**src/rtl/alu_pkg.sv**
```systemverilog
// Shared definitions for the ALU sequencer: FSM states, flag bit positions
// and the ALU control codes the sequencer forwards untouched.
package alu_pkg;

  typedef enum logic [1:0] {
    LIBRE     = 2'd0,
    EJECUTA   = 2'd1,
    RESPUESTA = 2'd2
  } estado_t;

  // Positions inside the {carry, overflow, zero, negative} flag vector
  localparam int FLAG_CARRY    = 3;
  localparam int FLAG_OVERFLOW = 2;
  localparam int FLAG_ZERO     = 1;
  localparam int FLAG_NEGATIVE = 0;

  localparam logic [2:0] ALU_SUMA  = 3'd0;
  localparam logic [2:0] ALU_RESTA = 3'd1;

endpackage

```
**src/rtl/arbitro_2.sv**
```systemverilog
// Two-way request arbiter. Round-robin when SECUENCIADOR_RR_EN is defined,
// otherwise fixed priority with requester 0 winning every tie.
module arbitro_2 (
  input  logic       clk,
  input  logic       rst,
  input  logic [1:0] req_i,
  input  logic       accept_i,
  output logic [1:0] grant_o
);

`ifdef SECUENCIADOR_RR_EN
  logic last_q;  // index of the requester granted most recently

  // NOTE: state registers use non-blocking assignments so every flop samples
  // pre-edge values regardless of process evaluation order.
  always_ff @(posedge clk) begin
    if (rst) begin
      last_q <= 1'b1;
    end else if (accept_i) begin
      last_q <= grant_o[1];
    end
  end

  // NOTE: every output of a combinational block gets a default first, so no
  // path through it can leave a value held and infer a latch.
  always_comb begin
    grant_o = req_i;
    if (req_i == 2'b11) begin
      grant_o = last_q ? 2'b01 : 2'b10;
    end
  end
`else
  logic unused_ok;
  assign unused_ok = ^{clk, rst, accept_i};
  assign grant_o   = {req_i[1] & ~req_i[0], req_i[0]};
`endif

endmodule

```
**src/rtl/secuenciador_alu.sv**
```systemverilog
// Sequences two requesters onto one shared combinational ALU, one operation
// at a time. Arbitration policy is selected by SECUENCIADOR_RR_EN.
module secuenciador_alu
  import alu_pkg::*;
#(
  parameter int ANCHO = 8
) (
  input  logic             clk,
  input  logic             rst,
  input  logic             req0_valid,
  input  logic [ANCHO-1:0] req0_a,
  input  logic [ANCHO-1:0] req0_b,
  input  logic [2:0]       req0_op,
  output logic             req0_ready,
  input  logic             req1_valid,
  input  logic [ANCHO-1:0] req1_a,
  input  logic [ANCHO-1:0] req1_b,
  input  logic [2:0]       req1_op,
  output logic             req1_ready,
  output logic [ANCHO-1:0] alu_a,
  output logic [ANCHO-1:0] alu_b,
  output logic [2:0]       alu_ctrl,
  input  logic [ANCHO-1:0] alu_resultado,
  input  logic [3:0]       alu_flags,
  output logic             res_valid,
  output logic             res_id,
  output logic [ANCHO-1:0] res_data,
  output logic [3:0]       res_flags,
  input  logic             res_ready
);

  estado_t          estado_q, estado_d;
  logic [ANCHO-1:0] a_q, b_q;
  logic [2:0]       op_q;
  logic             id_q;
  logic             res_valid_q, res_id_q;
  logic [ANCHO-1:0] res_data_q;
  logic [3:0]       res_flags_q;
  logic [1:0]       grant;
  logic             acepta;

  arbitro_2 u_arbitro (
    .clk      (clk),
    .rst      (rst),
    .req_i    ({req1_valid, req0_valid}),
    .accept_i (acepta),
    .grant_o  (grant)
  );

  // Ready is only offered in LIBRE and out of reset, so the grant never leaks
  // into a busy cycle.
  always_comb begin
    estado_d   = estado_q;
    acepta     = 1'b0;
    req0_ready = 1'b0;
    req1_ready = 1'b0;
    case (estado_q)
      LIBRE: begin
        if (!rst) begin
          req0_ready = grant[0];
          req1_ready = grant[1];
          if (|grant) begin
            acepta   = 1'b1;
            estado_d = EJECUTA;
          end
        end
      end
      EJECUTA:   estado_d = RESPUESTA;
      RESPUESTA: if (res_ready) estado_d = LIBRE;
      default:   estado_d = LIBRE;
    endcase
  end

  always_ff @(posedge clk) begin
    if (rst) begin
      estado_q    <= LIBRE;
      a_q         <= '0;
      b_q         <= '0;
      op_q        <= '0;
      id_q        <= 1'b0;
      res_valid_q <= 1'b0;
      res_id_q    <= 1'b0;
      res_data_q  <= '0;
      res_flags_q <= '0;
    end else begin
      estado_q <= estado_d;
      if (acepta) begin
        a_q  <= grant[1] ? req1_a  : req0_a;
        b_q  <= grant[1] ? req1_b  : req0_b;
        op_q <= grant[1] ? req1_op : req0_op;
        id_q <= grant[1];
      end
      if (estado_q == EJECUTA) begin
        res_valid_q <= 1'b1;
        res_data_q  <= alu_resultado;
        res_flags_q <= alu_flags;
        res_id_q    <= id_q;
      end else if (estado_q == RESPUESTA && res_ready) begin
        res_valid_q <= 1'b0;
      end
    end
  end

  assign alu_a     = a_q;
  assign alu_b     = b_q;
  assign alu_ctrl  = op_q;
  assign res_valid = res_valid_q;
  assign res_id    = res_id_q;
  assign res_data  = res_data_q;
  assign res_flags = res_flags_q;

endmodule
```
**config.mk**
```make
export PLATFORM = sky130hd
export DESIGN_NAME = secuenciador_alu
export DESIGN_NICKNAME = d
export VERILOG_FILES = /design/src/rtl/alu_pkg.sv /design/src/rtl/arbitro_2.sv /design/src/rtl/secuenciador_alu.sv
export SDC_FILE = /design/constraint.sdc
export NUM_CORES = 1
export LEC_CHECK = 0
export ABC_AREA = 1
export CAP_MARGIN = 0
export CORE_MARGIN = 3
export CORE_UTILIZATION = 39
export CTS_CLUSTER_SIZE = 14
export DETAILED_ROUTE_END_ITERATION = 12
export PLACE_DENSITY = 0.92
export SYNTH_ARGS = -nofsm -noshare
export SYNTH_HDL_FRONTEND = slang
export SYNTH_SLANG_ARGS = --single-unit
```
**constraint.sdc**
```tcl
create_clock -name clk -period 1.25 [get_ports clk]
set_input_delay 0.125 -clock clk [delete_from_list [all_inputs] [get_ports clk]]
set_output_delay 0.125 -clock clk [all_outputs]
set_load 0.05 [all_outputs]
```
==> summary.md, run 1 <==
In this run the critical register-to-register path is launched from estado_q[1]. Cell with the biggest individual delay on the critical path: dfxtp_4. The tools report the maximum clock skew at final layout as 0.00313 ns. The endpoint of the worst hold path was id_q.

For the post-route core utilization, the log shows 77.3%. At the end of the flow, the number of nets in the layout was 414. For the worst setup slack before clock tree synthesis, the log shows -0.168 ns.

The register area share after synthesis was 42.3%; the number of storage elements in the synthesis netlist was 36. The critical path data arrival time is 1.12 ns. Subtracting the final worst setup slack from the clock period gives 1.24 ns.

Critical path class: reg -> out. The clock latency of the later-clocked register in the worst-skew pair was 0.27 ns. Including well taps, the total number of placed cells is 399. 90 I/O pins were placed.

The tools report the placer's final routability congestion estimate as 0.847. The design draws 3.90 mW. In this run the most critical hold path is launched from req0_valid. The mean cell area of the mapped netlist was 6.48 um2.

In the routed design, unresolved DRC markers number 0. The sum of negative setup slack was 0 ns; the clock sink total was 36. Proportion of layout cells with a drive suffix above 1: 19.4%.

For the number of global-route vias before repair, the log shows 1795. The peak fanout along the critical path works out to 2. The analysis attributes to cell leakage a power of 1.53 nW.

The number of clock buffers added by TritonCTS is 5. Walking the worst path, the cells encountered are nor2_4, nand3_4, nor2_4, buf_12. Most frequent cell on the critical path: nor2_4. Summing all placed instances gives a cell area of 0.00301 mm2. Of the available clock period, the critical path in the final layout requires 99.5%.

The floorplan step defined a die boundary enclosing 0.00520 mm2. Relative to the synthesized area, the layout overhead comes to 86.7%. For the pin with the worst max-slew slack, the measured transition is 0.252 ns.

The power per standard cell area is 1220 mW/mm2. In the global route stage, met2 resource usage came out at 34.5%. The unique cell type count in the Yosys netlist was 17; the count of routing violations after the opening detailed-route iteration was 63.

Setup violations remaining at the end of the flow were counted as 0. The filler cells instantiated in the layout total 293. The final hold violation count is 0, and the remaining global-route overflow is 0. The min-delay analysis places its worst path in the category in -> reg. The setup slack of the worst register-to-register path was 0.04 ns; the count of final max-slew check failures was 0.

The number of nets in the synthesized netlist is 318. Measured against its own limit, the worst slew margin works out to 83.2%. Global routing consumed, on the met3 layer, 5.12% of the routing resources. For the number of max-cap violations, the log shows 0. In this run the vertical extent of the chip is 72.1 um. Setup repair after global routing could not meet its margin everywhere. The tools report the first-pass GRT wire length as 7.78 mm. Met1 routing resource usage after global routing: 21.6%. The tools report the final worst-path setup slack as 0.00664 ns. The first detailed-routing pass took 4 iterations. In this run the number of H-tree levels came out at 2. The worst setup path is captured at an output port.

Entering global routing, the biggest net connects 24 pins. The floorplan step set the die width to 72.1 um. The clock-pin transition on the worst setup and hold timing paths is 0.07 ns.

The run gives 3.74 mm as the half-perimeter wire length after placement. Maximum VDD drop: 663 uV. The number of antenna diodes in the final layout is 0. The run gives 0 as the number of antenna violations at the first check in global routing. The post-route cell area is 0.00318 mm2. The worst register-to-register path ends at alu_b[7]. Dividing the detail-routed wire length by the instance count gives 11.7 um.

The number of instances on the worst hold path came out at 4. STA classifies the critical path startpoint as a register. TritonCTS built the clock tree. For this block, the via count after detailed routing is 1899. The mean number of vias per cell was 4.63; the number of instances in the synthesized netlist was 263. No sink is reached through more buffers than the 2 on the longest clock path.

The netlist area before placement came out at 0.00170 mm2. The routed wire length was 4.81 mm; the delay of the slowest cell on the worst path was 0.35 ns. Global routing consumed, over all layers together, 18.7% of the routing resources. Most used routing layer: met2. The area inside the core boundary came out at 0.00412 mm2.

During placement, the flow inserted port buffers numbering 89. STA puts the critical path data required time at 1.12 ns. Timing would allow up to 804 MHz.

The run finished with clean final reports. Once detail routing completed, the nets flagged for antenna violations numbered 0. For this configuration, the core starts out at a cell density of 41.4%. Yosys printed 0 warnings. The post-layout instance count excluding filler cells was 410.

The tools report the worst slack on hold paths as 0.260 ns. The initialized floorplan defines 23 standard-cell rows. CTS root buffer: clkbuf_8. Measured in cells, the most critical reg-to-reg path has a length of 7.
## synthesized netlist by cell type
cell type | count | share of area, %
a21oi_1 | 2 | 0.59
buf_2 | 4 | 1.2
buf_4 | 2 | 0.88
buf_6 | 6 | 4.0
clkbuf_1 | 2 | 0.44
clkbuf_4 | 1 | 0.44
dfxtp_1 | 36 | 42
inv_1 | 24 | 5.3
inv_2 | 2 | 0.44
nand2_1 | 79 | 17
nand3_1 | 22 | 6.5
nand3_4 | 1 | 1.0
nand3b_1 | 1 | 0.44
nor2_1 | 65 | 14
nor2_2 | 2 | 0.73
o21ai_0 | 9 | 2.6
o21ai_1 | 5 | 1.5
## where the power goes
part | switching (mW) | internal [mW]
clock | 0.380 | 0.704
combinational | 0.720 | 0.711
sequential | 0.119 | 1.26
## cells in the final DEF, fill, tap and decap left out
cell and instances:
clkbuf_8 7, nand3_4 1, clkdlybuf4s50_1 52, buf_4 13, dfxtp_4 1, nand3_1 21
dlygate4sd2_1 1, nor2_1 62, buf_12 37, o21ai_1 5, bufinv_16 1, inv_1 22
nand2_1 79, nand3b_1 1, a21oi_1 2, inv_2 4, nor2_4 2, nor2_2 3
o21ai_0 9, nand3_2 1, dlymetal6s2s_1 1, dfxtp_1 35
## worst max path at each step
stage	slack [ns]	from	endpoint
global route	-0.04	estado_q[1]	req1_ready
CTS	-0.04	estado_q[1]	req0_ready
detailed placement	-0.17	req1_valid	alu_a[4]
global placement	-0.10	req0_valid	alu_b[0]
floorplan	0.14	estado_q[1]	req1_ready
finish	0.007	estado_q[1]	req1_ready
## final cells by class
type / count / area, um2 / share of cell area, %
inverters: 26 / 97.6 / 3.07
well taps: 50 / 62.6 / 1.97
repair buffers: 104 / 1380 / 43.4
clock inverters: 1 / 30.0 / 0.944
clock buffers: 7 / 96.3 / 3.03
multi-input cells: 186 / 791 / 24.9
flip-flops and latches: 36 / 724 / 22.8
## critical path: cells and delay by family, from the launching register on
family | cells | cell delay (ns)
AND/OR/NAND/NOR | 3 | 0.35
buffers and inverters | 1 | 0.14
flip-flops | 1 | 0.35
## routing by layer
layer  wire length [um]  vias up
met5                  0        -
met4                 18        0
met3                323        2
met2               2550       60
met1               1920      852
li1                   -      985
## kinds of logic (layout without fill, tap and decap cells)
logic type / Yosys count / count (layout) / share of synthesized area, %
DFF: 36 / 36 / 42.3
and+or+nand+nor: 170 / 170 / 40.4
AOI/OAI and AO/OA: 16 / 16 / 4.70
buffers and inverters: 41 / 138 / 12.6
## what timing repair did
action / 4_1_cts / 5_1_grt
pin swaps: 1 / 1
hold buffers: 0 / 0
setup endpoints to repair: 2 / 14
setup buffers: 1 / 2
gates resized for setup: 4 / 6
## registers in the layout, summed over array words and instances, names as in the netlist
register	count
res_flags	4
res_valid	1
alu_b	8
id_q	1
res_id	1
estado_q	2
alu_ctrl	3
res_data	8
alu_a	8
Power figures use the tool's default switching activity.
==> inputs of run 2 (changes only) <==
Settings changed: CTS_BUF_LIST set to sky130_fd_sc_hd__clkbuf_16, CTS_CLUSTER_SIZE 14 to 8.
==> run 2 against run 1 <==
Against the previous run: clock skew shrank 0.00079 ns; setup slack got worse by 0.0033 ns; critical path depth unchanged; sequential share of layout area decreased by 0.26 points; via count grew 1.0%; sequential power about the same; register-to-register slack gained 0.03 ns.
==> summary.md, run 2 (same netlist as run 1, synthesis figures left out) <==
Compared with the post-synthesis result, the final layout area differs by 88.8%. The count of routing violations after the opening detailed-route iteration was 64 (+1.6%); the remaining design rule violation count was 0 (unchanged). The path class of the tightest hold or removal check is in -> reg. The peak fanout along the critical path came out at 2 (unchanged). The tools report the clock latency of the later-clocked register in the worst-skew pair as 0.27 ns (about the same).

TritonCTS built the clock tree. For the number of buffers added by the clock tree synthesis step, the log shows 5 (unchanged). The tree is rooted in a clkbuf_16. The total of endpoints with negative setup slack in the final report came out at 0 (unchanged).

The share of the clock period used by the worst path after layout is 99.7% (+0.27 points), and the half-perimeter wire length after placement is 3.74 mm (unchanged). On the critical path, the stage with the largest delay is an instance of dfxtp_4. The power per standard cell area was 1300 mW/mm2 (+6.0%); the maximum clock skew at final layout was 0.00234 ns (-0.000794 ns). The logs give 4 (unchanged) for the number of detailed-route iterations in the first pass and 4.18 mW (+7.2%) for the power consumption. The worst setup path is launched from a register. The run gives 83.3% (about the same) as the worst slew slack as a fraction of its limit. Setup repair after global routing could not meet its margin everywhere.

The number of max-cap violations was 0 (unchanged). The number of rows in the core area is 23 (unchanged). The tools report the area inside the core boundary as 0.00412 mm2 (unchanged).

The tools report the critical path data arrival time as 1.12 ns (about the same). The cell that appears most often on the critical path is nor2_4. For the worst setup slack before clock tree synthesis, the log shows -0.168 ns (unchanged). The worst-case clock buffer depth is 2 (unchanged).

The proportion of layout cells with a drive suffix above 1 was 18.9% (-0.56 points); the routed wire length was 5.01 mm (+4.2%). Final worst-path setup slack: 0.00329 ns (-0.00334 ns). Traced cell by cell, the critical path runs through nor2_4, nand3_4, nor2_4, buf_12. Critical path class: reg -> out.

For the first-pass GRT wire length, the log shows 7.93 mm (+1.9%). The clock-pin transition on the worst setup and hold timing paths was 0.05 ns (-0.02 ns); the filler cell count in the final layout was 280 (-4.4%). The run finished with clean final reports. Maximum operating frequency: 802 MHz (-0.27%). The number of placed I/O pins came out at 90 (unchanged).

The tools report the remaining global-route overflow as 0 (unchanged). The number of port buffers was 89 (unchanged). The detail-routed net length per standard cell is 12.2 um (+4.2%). The logs give 1918 (+1.0%) for the total via count in the routed design and 36 (unchanged) for the clock sink total. The actual slew at the worst max-slew pin was 0.251 ns (-0.000943 ns). The die height works out to 72.1 um (unchanged).

The count of inserted antenna diode cells is 0 (unchanged). The number of antenna-violating nets in the routed design is 0 (unchanged). For the number of antenna violations at the first check in global routing, the log shows 0 (unchanged). The logs give 0 (unchanged) for the count of final max-slew check failures and 0 (unchanged) for the final hold violation count. The mean number of vias per cell was 4.68 (+1.0%); the number of nets in the finished design was 414 (unchanged). For the placer's final routability congestion estimate, the log shows 0.847 (unchanged). The full die area is 0.00520 mm2 (unchanged). In the layout the commonest cells are nand2_1 (78), nor2_1 (63), clkdlybuf4s50_1 (52), buf_12 (37), dfxtp_1 (35). The tools report the maximum VDD drop as 822 uV (+24%). The effective utilization at floorplan was 41.4% (unchanged). The global-route usage over all layers was 19.1% (+0.47 points); the maximum level of the CTS H-tree was 2 (unchanged). The worst setup path is captured at an output port. Minimum clock period: 1.25 ns (+0.00334 ns). The number of global-route vias before repair is 1817 (+1.2%). For the cell leakage power, the log shows 1.53 nW (+0.44%). The most common cell after layout, fill and taps aside is nand2_1. The x dimension of the die was 72.1 um (unchanged); the largest net degree at the start of global routing was 24 (unchanged). The required time at the worst-slack endpoint is 1.12 ns (about the same), and the delay of the slowest cell on the worst path is 0.35 ns (about the same).
run 2: cell count changes in the layout (fill, tap and decap cells not counted), sizes merged:
cell / delta
clkbuf: -2
clkinv: +2
dlygate4sd2: +1
dlymetal6s2s: -1
run 2: area by class of cell:
| cell class | instances | area [um2] | share of cell area, % |
|---|---|---|---|
| Timing Repair Buffer | 104 | 1380 | 42.9 |
| Multi-Input combinational cell | 186 | 791 | 24.6 |
| Sequential cell | 36 | 724 | 22.5 |
| Clock buffer | 5 | 125 | 3.89 |
| Inverter | 26 | 97.6 | 3.03 |
| Tap cell | 50 | 62.6 | 1.94 |
| Clock inverter | 3 | 37.5 | 1.17 |
run 2: per-layer routing:
layer | share of wire, % | vias to the layer above | global-route usage (%) | wire, um
met4 | 0.36 | 0 | 3.76 | 18
met2 | 54 | 62 | 36.0 | 2690
met5 | 0 | - | 0 | 0
li1 | - | 986 | - | -
met1 | 39 | 868 | 21.7 | 1960
met3 | 6.8 | 2 | 4.71 | 341
run 2: path summary, 6_finish.rpt:
check	start	endpoint	slack (ns)	depth (start not counted)
max	estado_q[1]	req1_ready	0.003	4
min	alu_resultado[1]	res_data[1]	0.44	3
max reg2reg	estado_q[1]	alu_b[3]	0.07	6
min reg2reg	id_q	res_id	0.51	2
run 2: metrics by stage:
stage          util [%]  instances  cell area (um2)  hold WS (ns)  setup TNS (ns)
6_report           78.2        410             3220         0.444               0
3_3_place_gp       73.2        399             3010         0.481           -1.75
5_1_grt            78.2        410             3220         0.454         -0.0417
3_5_place_dp       73.2        399             3010         0.483           -2.67
4_1_cts            77.5        408             3190         0.400               0
2_1_floorplan         -        263             1710         0.194               0
run 2: power breakdown:
part,total (mW),leakage [nW],switching (mW),internal (mW)
registers,1.38,0.298,0.120,1.26
logic,1.44,1.16,0.726,0.714
clock network,1.35,0.0789,0.429,0.925
run 2: what timing repair did:
item | 4_1_cts | 5_1_grt
hold buffers | 0 | 0
resized for setup | 6 | 5
endpoints found under the setup margin | 2 | 19
endpoints found under the hold margin | 0 | 0
setup buffers | 1 | 2
pin swaps | 0 | 2
run 2: critical path, delay by kind of cell, from the launching register on:
kind,cells,cell delay [ns]
AND/OR/NAND/NOR,3,0.36
flip-flops,1,0.35
buffers and inverters,1,0.14
